===== src/rtl/cfg_word_loader_if.sv =====
// Word stream, control and latch-bank signals of the configuration word loader.
// The master drives words and control; the slave (loader) drives the latch bus and status.
interface cfg_word_loader_if #(
    parameter int WORD_W    = 32,
    parameter int NUM_WORDS = 18,
    parameter int IDX_W     = 5
);
    logic                 start;
    logic                 abort;
    logic                 in_valid;
    logic                 in_ready;
    logic [WORD_W-1:0]    in_data;
    logic [WORD_W-1:0]    d_out;
    logic [NUM_WORDS-1:0] configs_en;
    logic [IDX_W-1:0]     word_idx;
    logic                 busy;
    logic                 done;

    modport master (
        output start, abort, in_valid, in_data,
        input  in_ready, d_out, configs_en, word_idx, busy, done
    );

    modport slave (
        input  start, abort, in_valid, in_data,
        output in_ready, d_out, configs_en, word_idx, busy, done
    );
endinterface


===== src/rtl/cfg_word_loader.sv =====
// Write-side sequencer for the configuration latch bank: takes one word per slot and
// walks it through setup, enable strobe and hold so each transparent latch sees stable data.
//
// state     | meaning
// IDLE      | no pass in progress (after reset or abort)
// WAIT_WORD | ready for the word of slot word_idx
// SETUP     | data bus settled, enables low
// STROBE    | one-hot enable of slot word_idx high for STROBE_CYCLES cycles
// HOLD      | enables low, data held; advance slot or finish
// DONE      | all slots written, done is sticky
module cfg_word_loader #(
    parameter int WORD_W        = 32,
    parameter int NUM_WORDS     = 18,
    parameter int IDX_W         = 5,
    parameter int STROBE_CYCLES = 1
) (
    input logic               clk,
    input logic               reset,
    cfg_word_loader_if.slave  bus
);
    typedef enum logic [2:0] {
        IDLE,
        WAIT_WORD,
        SETUP,
        STROBE,
        HOLD,
        DONE
    } state_t;

    localparam logic [IDX_W-1:0]     LAST_IDX    = IDX_W'(NUM_WORDS - 1);
    localparam logic [3:0]           STROBE_LOAD = 4'(STROBE_CYCLES - 1);
    localparam logic [NUM_WORDS-1:0] EN_LSB      = NUM_WORDS'(1);

    state_t               state, state_nxt;
    logic [3:0]           strobe_cnt, strobe_cnt_nxt;
    logic                 abort_pend, abort_pend_nxt;
    logic [WORD_W-1:0]    d_out_r, d_out_nxt;
    logic [NUM_WORDS-1:0] en_r, en_nxt;
    logic [IDX_W-1:0]     idx_r, idx_nxt;
    logic                 ready_r, ready_nxt;
    logic                 busy_r, busy_nxt;
    logic                 done_r, done_nxt;

    // Every output is a flop so the latch enables never glitch while the index changes.
    always_ff @(posedge clk or posedge reset) begin
        if (reset) begin
            state      <= IDLE;
            strobe_cnt <= '0;
            abort_pend <= 1'b0;
            d_out_r    <= '0;
            en_r       <= '0;
            idx_r      <= '0;
            ready_r    <= 1'b0;
            busy_r     <= 1'b0;
            done_r     <= 1'b0;
        end else begin
            state      <= state_nxt;
            strobe_cnt <= strobe_cnt_nxt;
            abort_pend <= abort_pend_nxt;
            d_out_r    <= d_out_nxt;
            en_r       <= en_nxt;
            idx_r      <= idx_nxt;
            ready_r    <= ready_nxt;
            busy_r     <= busy_nxt;
            done_r     <= done_nxt;
        end
    end

    always_comb begin
        state_nxt      = state;
        strobe_cnt_nxt = strobe_cnt;
        abort_pend_nxt = abort_pend;
        d_out_nxt      = d_out_r;
        en_nxt         = '0;
        idx_nxt        = idx_r;
        ready_nxt      = 1'b0;
        busy_nxt       = busy_r;
        done_nxt       = done_r;

        unique case (state)
            IDLE, DONE: begin
                if (bus.start) begin
                    state_nxt      = WAIT_WORD;
                    idx_nxt        = '0;
                    done_nxt       = 1'b0;
                    ready_nxt      = 1'b1;
                    busy_nxt       = 1'b1;
                    abort_pend_nxt = 1'b0;
                end
            end
            WAIT_WORD: begin
                ready_nxt = 1'b1;
                if (bus.abort) begin
                    state_nxt = IDLE;
                    ready_nxt = 1'b0;
                    busy_nxt  = 1'b0;
                end else if (bus.in_valid && ready_r) begin
                    d_out_nxt = bus.in_data;
                    state_nxt = SETUP;
                    ready_nxt = 1'b0;
                end
            end
            SETUP: begin
                abort_pend_nxt = abort_pend | bus.abort;
                en_nxt         = EN_LSB << idx_r;
                strobe_cnt_nxt = STROBE_LOAD;
                state_nxt      = STROBE;
            end
            STROBE: begin
                abort_pend_nxt = abort_pend | bus.abort;
                if (strobe_cnt == 4'd0) begin
                    state_nxt = HOLD;
                end else begin
                    strobe_cnt_nxt = strobe_cnt - 4'd1;
                    en_nxt         = en_r;
                end
            end
            HOLD: begin
                busy_nxt       = 1'b0;
                abort_pend_nxt = 1'b0;
                // The last slot completes the pass even if an abort is pending.
                if (idx_r == LAST_IDX) begin
                    state_nxt = DONE;
                    done_nxt  = 1'b1;
                end else if (abort_pend || bus.abort) begin
                    state_nxt = IDLE;
                end else begin
                    idx_nxt   = idx_r + 1'b1;
                    state_nxt = WAIT_WORD;
                    ready_nxt = 1'b1;
                    busy_nxt  = 1'b1;
                end
            end
            default: begin
                state_nxt = IDLE;
                busy_nxt  = 1'b0;
            end
        endcase
    end

    assign bus.in_ready   = ready_r;
    assign bus.d_out      = d_out_r;
    assign bus.configs_en = en_r;
    assign bus.word_idx   = idx_r;
    assign bus.busy       = busy_r;
    assign bus.done       = done_r;
endmodule


===== src/flat_wrapper.sv =====
// flat-port wrapper written by rule: the top's interface ports become plain ports
module cfg_word_loader_flat 
#(
    parameter int WORD_W        = 32,
    parameter int NUM_WORDS     = 18,
    parameter int IDX_W         = 5,
    parameter int STROBE_CYCLES = 1
)
  (clk, reset, bus_start, bus_abort, bus_in_valid, bus_in_data, bus_in_ready, bus_d_out, bus_configs_en, bus_word_idx, bus_busy, bus_done);
  cfg_word_loader_if #(.WORD_W(WORD_W), .NUM_WORDS(NUM_WORDS), .IDX_W(IDX_W)) bus_i ();
  input logic clk;
  input logic reset;
  input wire logic [$bits(bus_i.start)-1:0] bus_start;
  input wire logic [$bits(bus_i.abort)-1:0] bus_abort;
  input wire logic [$bits(bus_i.in_valid)-1:0] bus_in_valid;
  input wire logic [$bits(bus_i.in_data)-1:0] bus_in_data;
  output wire logic [$bits(bus_i.in_ready)-1:0] bus_in_ready;
  output wire logic [$bits(bus_i.d_out)-1:0] bus_d_out;
  output wire logic [$bits(bus_i.configs_en)-1:0] bus_configs_en;
  output wire logic [$bits(bus_i.word_idx)-1:0] bus_word_idx;
  output wire logic [$bits(bus_i.busy)-1:0] bus_busy;
  output wire logic [$bits(bus_i.done)-1:0] bus_done;
  assign bus_i.start = bus_start;
  assign bus_i.abort = bus_abort;
  assign bus_i.in_valid = bus_in_valid;
  assign bus_i.in_data = bus_in_data;
  assign bus_in_ready = bus_i.in_ready;
  assign bus_d_out = bus_i.d_out;
  assign bus_configs_en = bus_i.configs_en;
  assign bus_word_idx = bus_i.word_idx;
  assign bus_busy = bus_i.busy;
  assign bus_done = bus_i.done;
  cfg_word_loader #(.WORD_W(WORD_W), .NUM_WORDS(NUM_WORDS), .IDX_W(IDX_W), .STROBE_CYCLES(STROBE_CYCLES)) u_core (.clk(clk), .reset(reset), .bus(bus_i));
endmodule

===== config.mk =====
export PLATFORM = sky130hd
export DESIGN_NAME = cfg_word_loader_flat
export DESIGN_NICKNAME = d
export VERILOG_FILES = /design/src/rtl/cfg_word_loader_if.sv /design/src/rtl/cfg_word_loader.sv /design/src/flat_wrapper.sv
export SDC_FILE = /design/constraint.sdc
export NUM_CORES = 1
export LEC_CHECK = 0
export ABC_AREA = 1
export CELL_PAD_IN_SITES_DETAIL_PLACEMENT = 1
export CELL_PAD_IN_SITES_GLOBAL_PLACEMENT = 1
export CORE_AREA = 4 4 106 108
export CTS_CLUSTER_DIAMETER = 40
export CTS_CLUSTER_SIZE = 40
export DETAILED_ROUTE_END_ITERATION = 7
export DIE_AREA = 0 0 110 112
export PLACE_DENSITY = 0.68
export SKIP_CTS_REPAIR_TIMING = 1
export SLEW_MARGIN = 0
export SYNTH_ARGS = -nofsm -noshare
export SYNTH_HDL_FRONTEND = slang
export SYNTH_SLANG_ARGS = --single-unit
export TNS_END_PERCENT = 50

===== constraint.sdc =====
create_clock -name clk -period 4.5 [get_ports clk]
set_input_delay 0.9 -clock clk [delete_from_list [all_inputs] [get_ports clk]]
set_output_delay 0.9 -clock clk [all_outputs]
set_load 0.05 [all_outputs]

# Word level (Yosys, flattened, before mapping)
# Index checks and enable logic that the tools add are counted.
[totals] regBits=66 romBits=0 in_bits=37 ramBits=0 latchBits=0 n_memories=0 wordCells=73 output_inout_bits=58
[classes] n_bitwise=3 n_div=0 mul=0 shift=1 add_sub_neg=2 mux=28 order_cmp=0 reduce_logical=16 eq_ne=14
[op_table] op="case mux 18 bit (2 select lines)" count=1
[op_table] op="two-way mux 18 bit" count=1
[op_table] op="<< shifter 1 x 5 -> 18 bit (first input constant)" count=1
[op_table] op="two-way mux 3 bit" count=5
[op_table] op="two-way mux 5 bit" count=3
[op_table] op="case mux 3 bit (5 select lines)" count=1
[op_table] op="AND reduction 3 bit" count=4
[op_table] op="two-way mux 1 bit" count=10
[op_table] op="!= test 2 bit (second input constant)" count=5
[op_table] op="case mux 5 bit (2 select lines)" count=1
[op_table] op="case mux 4 bit (2 select lines)" count=1
[op_table] op="== test 3 x 2 -> 1 bit (second input constant)" count=2
[op_table] op="== test 3 bit (second input constant)" count=2
[op_table] op="case mux 1 bit (3 select lines)" count=2
[op_table] op="adder 5 x 1 -> 5 bit (second input constant)" count=1
[op_table] op="== test 5 bit (second input constant)" count=1
[op_table] op="logical NOT 4 bit" count=1
[op_table] op="two-way mux 4 bit" count=1
[op_table] op="!= test 2 x 1 -> 1 bit (second input constant)" count=2
[op_table] op="case mux 1 bit (4 select lines)" count=1
[op_table] op="AND reduction 2 bit" count=2
[op_table] op="AND reduction 4 bit" count=1
[op_table] op="nonzero test 2 bit" count=2
[op_table] op="OR reduction 2 bit" count=2
[op_table] op="10 further kinds" count=11

# Longest topological paths before layout
# Gate-level depths: netlist of run 1.
[logic_depth] word_depth=4 depth_mapped=10 mapped_depth_nobuf=10

# Worst setup path before layout of run 1
# OpenSTA, ideal clock, no wires.
[synth_path] kind="reg2reg" startpoint="register u_core.idx_r[1] (netlist: u_core.bus.word_idx[1])" endpoint="register u_core.idx_r[0] (netlist: u_core.bus.word_idx[0])" stages_incl_launch_ff=11 t_required_ps=4380 slack_ps=2686 t_arrival_ps=1694 cell_sequence="dfrtp_1 inv_1 ha_1 inv_1 nor2_1 nand2_1 nand2_1 nand2_1 nand2_1 nand2_1 nand2_1"
[synth_between] elab_chain_cells=3
[synth_lines] element="start: declaration" line="cfg_word_loader.sv:39" source="logic [IDX_W-1:0] idx_r, idx_nxt;"
[synth_lines] element="start signal: assignment" line="cfg_word_loader.sv:62" source="idx_r <= idx_nxt;"
[synth_lines] element="== test 5 bit" line="cfg_word_loader.sv:122" source="if (idx_r == LAST_IDX) begin"
[synth_lines] element="!= test 2 bit (no source line)"
[synth_lines] element="AND reduction 4 bit (no source line)"
# Every way passes these cells.
# A chain may end at the register's enable or synchronous reset.

# Worst setup path in the final report of run 1
[layout_path] startpoint="input bus_in_valid" endpoint="register u_core.d_out_r[31] (netlist: u_core.bus.d_out[31])"
[layout_between] elab_chain_cells=2
[layout_lines] element="start: declaration" line="flat_wrapper.sv:15" source="input wire logic [$bits(bus_i.in_valid)-1:0] bus_in_valid;"
[layout_lines] element="logical AND 1 bit" line="cfg_word_loader.sv:97" source="end else if (bus.in_valid && ready_r) begin"
[layout_lines] element="AND reduction 3 bit (no source line)"
[layout_lines] element="end signal: assignment" line="cfg_word_loader.sv:60" source="d_out_r <= d_out_nxt;"
[layout_lines] element="end: declaration" line="cfg_word_loader.sv:37" source="logic [WORD_W-1:0] d_out_r, d_out_nxt;"
# Every way passes these cells.

==> metrics.md, run 1 <==
| Metric | Value |
|---|---|
| Status | completed |
| RSZ-0062 raised after global routing | no |
| Synth Register Bits | 66 |
| Die Wd | approximately 110 microns |
| Number of port buffers | 94 |
| Post-route setup TNS | 0 ns |
| GPL Wtd Cong | about 0.74 |
| CP most frequent cell | nand2_1 |
| TritonCTS clock tree | built |
| Clock sinks | 66 |
| Critical path data required time | between 4 and 5 ns |
| # rows | 37 |
| Drt first pass iters | 4 |
| DRC viols | 0 |
| Main area contributors after synthesis | dfrtp_1 55%, nand2_1 17%, nand3_1 9.1% |
| Setup ws final | 1.60 ns |
| Clock slew at reported path FFs | roughly 0.080 ns |
| Longest Clk Path Bufs | 2 |
| Worst path slowest cell | nand2_2 |
| Max_cap viols | 0 |
| WL final | a little under 9000 microns |
| Fmax | 345 MHz |
| Worst hold slack | around 0.47 ns |
| Core Box Area | between 10000 and 15000 sq um |
| Worst Skew | about 0.011 ns |
| Vias in the first global route | 2849 |
| Sequential area share after synthesis | 0.548 |
| Fin cells | 596 |
| CP cell instances | clkdlybuf4s50_1 > nand2_1 > clkinv_1 > nand2_2 > nand2_1 > nand2_1 |
| CP max FO | 34 |
| Routed via count | roughly 2700 |
| HPWL Detailed | roughly 6400 microns |
| Syn Inst Count | between 300 and 400 |
| Placed cells | 580 |
| GRT overflow | 0 |
| Count leader, synth | nand2_1 |
| Pwr/cell area | about 660 nW/um^2 |
| Mux cell area share after synthesis | 0 |
| Post-synth EDFFs | 0 |
| Worst-skew pair later-pin latency | 0.34 ns |
| Slew headroom | 0.370 |
| Clock root cell | clkbuf_8 |
| Syn avg cell area | around 8.3 sq um |
| Largest family of logic cells by synthesized area | simple AND/OR/NAND/NOR gates |
| Nets | 500 |
| Final period utilization | 0.644 |
| Post-Syn Nets | 406 |
| Pins Over Slew Limit | 0 |
| Die height | 112 microns |
| Starting Density | 0.294 |
| Synth cell count leaders | 133 x nand2_1, 66 x dfrtp_1, 55 x nand3_1, 28 x inv_1, 21 x nor2_1 |
| Starting DRT DRC Count | 109 |
| Crit Path Class | primary input to flip-flop |
| CTS Buf Count | 9 |
| Slowest Stage Delay on Critical Path | 0.84 ns |
| Antenna diode count | 0 |
| Drt via density | roughly 4.6 |
| Synthesized area | ~3000 sq um |
| Asr flop ratio synth | 1.00 |
| Share of the synthesized area in the top cell type | 0.548 |
| Buffers plus inverters on the worst setup path | 2 |
| Synth area leader | dfrtp_1 |
| Initial antenna violation count | 0 |
| Hold violation total from the final report | 0 |
| Worst EP arrival | approximately 3.2 ns |
| Die ar. | about 12000 sq um |
| Final setup vio count | 0 |
| Largest net degree at the start of global routing | 40 |
| Depth of the CTS H-tree | 3 |
| I/O pin total | between 90 and 100 |
| Post-Synth XOR/XNOR Area | 0.00291 |
| Dpl ws | about 1.2 ns |
| Crit path launch type | primary input |
| Routed WL per cell | about 15 microns |
| Synth Area in Adders | 0.0332 |
| Crit. End Element | flip-flop |
| Syn. warnings | 0 |
| Worst-Margin Slew | around 0.94 ns |
| Family with the most delay on the worst path | simple AND/OR/NAND/NOR gates |
| Main synth FF type | dfrtp_1 |
| Layout cells sized above 1 | 0.0565 |
| Worst hold path type | flip-flop to flip-flop |
| Gr usage total | 0.150 |
| Total Power | 2840 uW |
| Post-synthesis compound-gate area fraction | 0.0436 |
| Maximum VDD drop | 0.000206 V |
| First-pass GRT wire length | between 10000 and 15000 microns |
| Synth cell types | 25 |
| Leak | 0.00207 uW |
| Area grow syn2layout | 42.9% |
| Min cycle time layout | between 2 and 3 ns |
| DRT antenna net count | 0 |
| Post-Synth Simple-Gate Area | 0.307 |
==> state kept, by name (all words and copies together), names as in the netlist <==
register	cells
u_core.bus.busy	1
u_core.bus.word_idx	5
u_core.bus.d_out	32
u_core.state	3
u_core.bus.configs_en	18
u_core.bus.done	1
u_core.strobe_cnt	4
u_core.abort_pend	1
u_core.bus.in_ready	1
==> per-layer routing <==
layer	vias up	routed length (microns)	global-route usage	part of all wire
met5	-	0	0	0
met4	0	93	0.0374	0.011
met3	9	526	0.0452	0.060
met2	63	4250	0.237	0.48
met1	1339	3910	0.201	0.45
li1	1335	-	-	-
==> cells by family (layout without fill, tap and decap cells) <==
family                   after synthesis  in the layout
AND/OR/NAND/NOR                      218            218
AO/OA/AOI/OAI                         25             25
flip-flops                            66             66
adder cells (fa/ha/maj)                8              8
buffers and inverters                 43            142
XOR/XNOR                               1              1
==> final timing paths <==
kind	start	endpoint	slack, ns	cells after the start
worst min-delay path	u_core.bus.d_out[11]	u_core.bus.d_out[11]	0.47	2
min in group asynchronous	reset	u_core.bus.configs_en[13]	1.05	2
max in group asynchronous	reset	u_core.bus.configs_en[17]	2.54	3
worst min register to register	u_core.bus.d_out[11]	u_core.bus.d_out[11]	0.47	2
worst max-delay path	bus_in_valid	u_core.bus.d_out[31]	1.60	6
worst max register to register	u_core.bus.in_ready	u_core.bus.d_out[31]	2.16	5
==> placed cells by master, fill, tap and decap left out, types with 2 or more instances in the layout <==
master and instances:
dfrtp_1 66, inv_6 2, buf_4 2, nand4_1 3
nand2_1 133, clkdlybuf4s50_1 94, nor2_1 21, nand2_2 3
clkbuf_8 9, bufinv_16 3, a21oi_1 2, o21ai_1 4
nand3_1 55, o21ai_0 16, clkinv_4 2, ha_1 8
inv_1 27
==> power by group <==
part	leakage, uW	switching (uW)	internal [uW]
combinational	0.00107	930	407
clock	0.000124	249	374
sequential	0.000871	121	764
total	0.00207	1300	1540
==> through the flow <==
step | util | instance area (sq um)
finish | 0.421 | 4310
global route | 0.421 | 4310
CTS | 0.421 | 4310
detailed placement | 0.397 | 4060
global placement | 0.397 | 4060
floorplan | - | 3010
==> final cells by class <==
class	instances	area, sq um
fillers	1237	5920
flip-flops and latches	66	1650
multi-input cells	252	1160
repair buffers	96	956
well taps	136	170
clock inverters	7	125
clock buffers	9	124
inverters	30	115
==> tightest hold or removal path, delay by kind of cell, from the launching register on <==
kind             cells  cell delay, ns
flip-flops           1            0.35
AND/OR/NAND/NOR      2            0.09
Power figures use the tool's default switching activity.
==> inputs of run 2 (changes only) <==
==> constraint.sdc (replaced) <==
create_clock -name clk -period 2.8 [get_ports clk]
set_input_delay 0.56 -clock clk [delete_from_list [all_inputs] [get_ports clk]]
set_output_delay 0.56 -clock clk [all_outputs]
set_load 0.05 [all_outputs]
==> run 2 against run 1 <==
Setup slack worse by 1.2 ns. Sequential share of layout area is 0.25 points higher. Wire length is 1.1% lower. Critical path depth shrank 5. Global-route usage decreased by 0.51 points. Clock power rose by 28%. Sequential power grew 61%. Hold slack worse by 0.0042 ns. Largest cell class unchanged.
==> metrics.md, run 2 (synthesis gave the netlist of run 1 again) <==
| Metric | Value |
|---|---|
| Routed via count | approximately 2800 |
| Clock root cell | clkbuf_8 |
| I/O pin total | 95 |
| Routed WL per cell | about 15 microns |
| Layout cells sized above 1 | 0.0584 |
| Fin cells | around 600 |
| Reg2reg start | u_core.bus.word_idx[1] |
| Setup crit start | u_core.bus.word_idx[3] |
| Slowest Stage Delay on Critical Path | 0.89 ns |
| Worst path slowest cell | clkdlybuf4s50_1 |
| Worst-Margin Slew | roughly 0.62 ns |
| RSZ-0062 raised after global routing | no |
| Maximum VDD drop | 0.000442 V |
| Clock slew at reported path FFs | about 0.07 ns |
| Met3 Use GR | 0.0359 |
| TritonCTS clock tree | built |
| Post-route setup TNS | 0 ns |
| Buffers plus inverters on the worst setup path | 1 |
| Grt peak-use layer | met2 |
| Vias in the first global route | between 2000 and 3000 |
| Worst hold slack | roughly 0.47 ns |
| Critical path data required time | roughly 2.2 ns |
| Starting Density | 0.294 |
| Most frequent cells in the layout | 133 x nand2_1, 94 x clkdlybuf4s50_1, 66 x dfrtp_1 |
| Antenna diode count | 0 |
| Die Wd | around 110 microns |
| Area grow syn2layout | 42.0% |
| M2 GR Usage | 0.229 |
| Initial antenna violation count | 0 |
| Finished Cell Area | about 4300 sq um |
| Pwr/cell area | about 1000 nW/um^2 |
| Clock sinks | 66 |
| Starting DRT DRC Count | roughly 150 |
| Max_cap viols | 0 |
| Core Box Area | slightly above 10000 sq um |
| Die ar. | about 12000 sq um |
| Drt first pass iters | 4 |
| Placed cells | slightly below 600 |
| DRC viols | 0 |
| Slew headroom | 0.583 |
| Hold Crit Start | u_core.strobe_cnt[0] |
| CTS Buf Count | 9 |
| Status | completed |
| Family with the most delay on the worst path | buffers and inverters |
| CP cell instances | clkdlybuf4s50_1 |
| Worst EP arrival | approximately 1.8 ns |
| Depth of the CTS H-tree | 3 |
| Crit path launch type | flip-flop |
| Crit. End Element | primary output |
| CP max FO | 11 |
| M1 GR Usage | 0.199 |
| Max reg flops | 32 |
| Worst-skew pair later-pin latency | 0.34 ns |
| Worst Skew | ~0.017 ns |
| Dpl cell area | roughly 4000 sq um |
| GRT overflow | 0 |
| Most common cell after layout, fill and taps aside | nand2_1 |
| DRT antenna net count | 0 |
| Min cycle time layout | 2.36 ns |
| Hold violation total from the final report | 0 |
| Crit Path Class | flip-flop to primary output |
| Leak | around 0.0020 uW |
| Nets | 502 |
| Final setup vio count | 0 |
| Final period utilization | 0.844 |
| HPWL Detailed | roughly 6200 microns |
| Number of port buffers | between 90 and 100 |
| Gr usage total | 0.145 |
| Largest net degree at the start of global routing | 67 |
| WL final | about 8700 microns |
| Fmax | 423 MHz |
| Die height | roughly 110 microns |
| Drt via density | 4.63 |
| GPL Wtd Cong | between 0.7 and 0.8 |
| Longest Clk Path Bufs | 2 |
| First-pass GRT wire length | roughly 14000 microns |
| Final core occ | 0.418 |
| Pins Over Slew Limit | 0 |
| # rows | 37 |
| Worst hold path type | flip-flop to flip-flop |
run 2: cell count changes in the layout (fill, tap and decap cells not counted):
cell	delta
bufinv_16	-2
buf_4	+1
clkbuf_1	+1
clkinvlp_4	+3
inv_6	-1
clkinv_2	+1
clkinv_4	-2
buf_12	+1
run 2: power by group:
group          switching (uW)  internal (uW)
Clock                     384            413
Sequential                188           1230
Combinational            1500            660
run 2: metrics by stage:
step           setup slack, ns  total power (uW)
3_5_place_dp             0.743              3610
2_1_floorplan            0.585              2870
4_1_cts                  0.429              4430
6_report                 0.437              4370
3_3_place_gp             0.764              3570
5_1_grt                  0.390              4660
run 2: path summary, 6_finish.rpt:
kind                       slack (ns)                         to  depth (start not counted)
setup reg to reg                 0.94     u_core.bus.word_idx[2]                         10
max in group asynchronous        1.86            u_core.state[1]                          3
min in group asynchronous        0.61  u_core.bus.configs_en[12]                          3
setup / recovery                 0.44            bus_word_idx[3]                          1
hold reg to reg                  0.47       u_core.strobe_cnt[0]                          1
hold / removal                   0.47       u_core.strobe_cnt[0]                          1
run 2: cell type report:
cell class,count,area [sq um]
multi-input combinational,252,1160
timing repair buffer,98,983
inverter,30,115
sequential,66,1650
tap,136,170
clock buffer,10,128
clock inverter,6,66.3
fill,1203,5950
run 2: per-layer routing:
metal | wire length (microns) | up-vias
met4 | 88 | 0
met5 | 0 | -
met1 | 4110 | 1346
met3 | 422 | 9
li1 | - | 1338
met2 | 4070 | 73
==> inputs of run 3 (changes only) <==
==> constraint.sdc (replaced) <==
create_clock -name clk -period 2.4 [get_ports clk]
set_input_delay 0.48 -clock clk [delete_from_list [all_inputs] [get_ports clk]]
set_output_delay 0.48 -clock clk [all_outputs]
set_load 0.05 [all_outputs]
==> run 3 against run 2 <==
Wire length rose by 2.3%. Non-clock buffer count rose by 1. Global-route usage rose by 0.49 points. Flip-flop and latch count did not move. Sequential share of layout area fell by 0.45 points. Combinational power rose by 17%. Utilization rose by 0.49 points. Count of clock-buffer cells in the layout rose by 1. Total power rose by 21%. Final cell count rose by 0.17%. Largest cell class unchanged.
==> metrics.md, run 3 (synthesis gave the netlist of run 1 again) <==
| Metric | Value |
|---|---|
| Status | completed |
| Most frequent cells in the layout | 133 x nand2_1, 94 x clkdlybuf4s50_1, 66 x dfrtp_1 |
| WL final | just under 9000 microns |
| Depth of the CTS H-tree | 3 |
| CP max FO | 7 |
| CP cell instances | clkdlybuf4s50_1 |
| I/O pin total | 95 |
| Starting DRT DRC Count | 135 |
| Crit Path Class | flip-flop to primary output |
| HPWL Detailed | 6260 microns |
| Vias in the first global route | ~2900 |
| Largest net degree at the start of global routing | 67 |
| Antenna diode count | 0 |
| Combinational Power Share | 0.478 |
| Gr usage total | 0.150 |
| Drt via density | around 4.6 |
| GRT overflow | 0 |
| TritonCTS clock tree | built |
| Max reg flops | 32 |
| Clock share of power | 0.210 |
| Nets | 503 |
| DRT antenna net count | 0 |
| Worst hold path type | flip-flop to flip-flop |
| Finished Cell Area | between 4000 and 5000 sq um |
| Clock root cell | clkbuf_8 |
| First-pass GRT wire length | 14600 microns |
| Post-route setup TNS | 0 ns |
| Final core occ | 0.423 |
| Fmax | around 460 MHz |
| CTS Buf Count | 9 |
| Leak | ~0.0021 uW |
| Dpl ws | around 0.43 ns |
| Net switching power | roughly 2400 uW |
| Pins Over Slew Limit | 0 |
| Crit path launch type | flip-flop |
| Core Box Area | 10200 sq um |
| Number of port buffers | 94 |
| Fill cells | ~1200 |
| Buffers plus inverters on the worst setup path | 1 |
| DRC viols | 0 |
| Initial antenna violation count | 0 |
| RSZ-0062 raised after global routing | no |
| Family with the most delay on the worst path | buffers and inverters |
| # rows | 37 |
| Part of the power in registers | 0.312 |
| Die height | approximately 110 microns |
| Die Wd | roughly 110 microns |
| Dpl cell area | roughly 4100 sq um |
| Die ar. | between 10000 and 15000 sq um |
| Worst path slowest cell | clkdlybuf4s50_1 |
| Final period utilization | 0.914 |
| Critical path data required time | between 1.5 and 2 ns |
| Pwr/cell area | ~1200 nW/um^2 |
| Slew headroom | 0.577 |
| Worst Skew | around 0.0091 ns |
| Sw frac | 0.459 |
| Cell internal pwr | ~2900 uW |
| Fin cells | about 600 |
| Most common cell after layout, fill and taps aside | nand2_1 |
| Area grow syn2layout | 43.7% |
| Crit. End Element | primary output |
| Worst-Margin Slew | 0.632 ns |
| Drt first pass iters | 5 |
| Setup ws final | 0.206 ns |
| Hold violation total from the final report | 0 |
| GPL Wtd Cong | 0.752 |
| Worst-skew pair later-pin latency | around 0.34 ns |
| Final setup vio count | 0 |
| Max_cap viols | 0 |
| Clock sinks | 66 |
| Min cycle time layout | about 2.2 ns |
| Slowest Stage Delay on Critical Path | approximately 0.87 ns |
| Longest Clk Path Bufs | 2 |
| Maximum VDD drop | roughly 0.0005 V |
| Clock slew at reported path FFs | about 0.080 ns |
| Worst EP arrival | 1.71 ns |
| Starting Density | 0.294 |
| Routed WL per cell | approximately 15 microns |
| Layout cells sized above 1 | 0.0626 |
| Placed cells | just under 600 |
| Routed via count | around 2800 |
run 3: cell count changes in the layout (fill, tap and decap cells not counted), sizes merged:
cell,previous run,this run
bufinv,1,2
buf,4,5
clkinvlp,3,1
clkbuf,10,11
run 3: area by class of cell:
class | count | area (sq um) | area share
flip-flops and latches | 66 | 1650 | 0.382
multi-input cells | 252 | 1160 | 0.269
repair buffers | 99 | 991 | 0.229
well taps | 136 | 170 | 0.0393
clock buffers | 11 | 151 | 0.0350
inverters | 30 | 115 | 0.0266
clock inverters | 5 | 85.1 | 0.0197
run 3: per-stage QoR:
step	total power (uW)	hold slack (ns)
2_1_floorplan	3350	0.440
3_3_place_gp	4160	0.452
3_5_place_dp	4220	0.459
4_1_cts	5340	0.471
5_1_grt	5620	0.502
6_report	5270	0.466
run 3: power by group through the flow:
| stage | Clock [uW] | Combinational (uW) | Sequential, uW |
|---|---|---|---|
| 2_1_floorplan | 0 | 792 | 2550 |
| 3_3_place_gp | 0 | 2500 | 1660 |
| 3_5_place_dp | 0 | 2550 | 1670 |
| 4_1_cts | 1140 | 2550 | 1650 |
| 5_1_grt | 1200 | 2730 | 1690 |
| 6_report | 1100 | 2520 | 1650 |
run 3: worst paths after layout:
check | start | end | slack (ns) | cells after the start
worst max-delay path | u_core.bus.word_idx[1] | bus_word_idx[1] | 0.21 | 1
worst min-delay path | u_core.strobe_cnt[0] | u_core.strobe_cnt[0] | 0.47 | 1
worst max register to register | u_core.bus.word_idx[1] | u_core.bus.word_idx[0] | 0.49 | 10
worst min register to register | u_core.strobe_cnt[0] | u_core.strobe_cnt[0] | 0.47 | 1
max in group asynchronous | reset | u_core.bus.word_idx[3] | 1.57 | 3
min in group asynchronous | reset | u_core.bus.configs_en[5] | 0.55 | 3
run 3: layer usage:
layer	GRT usage	up-vias	wire [microns]
li1	-	1337	-
met1	0.198	1363	4110
met2	0.238	72	4180
met3	0.0388	13	474
met4	0.0507	0	124
met5	0	-	0
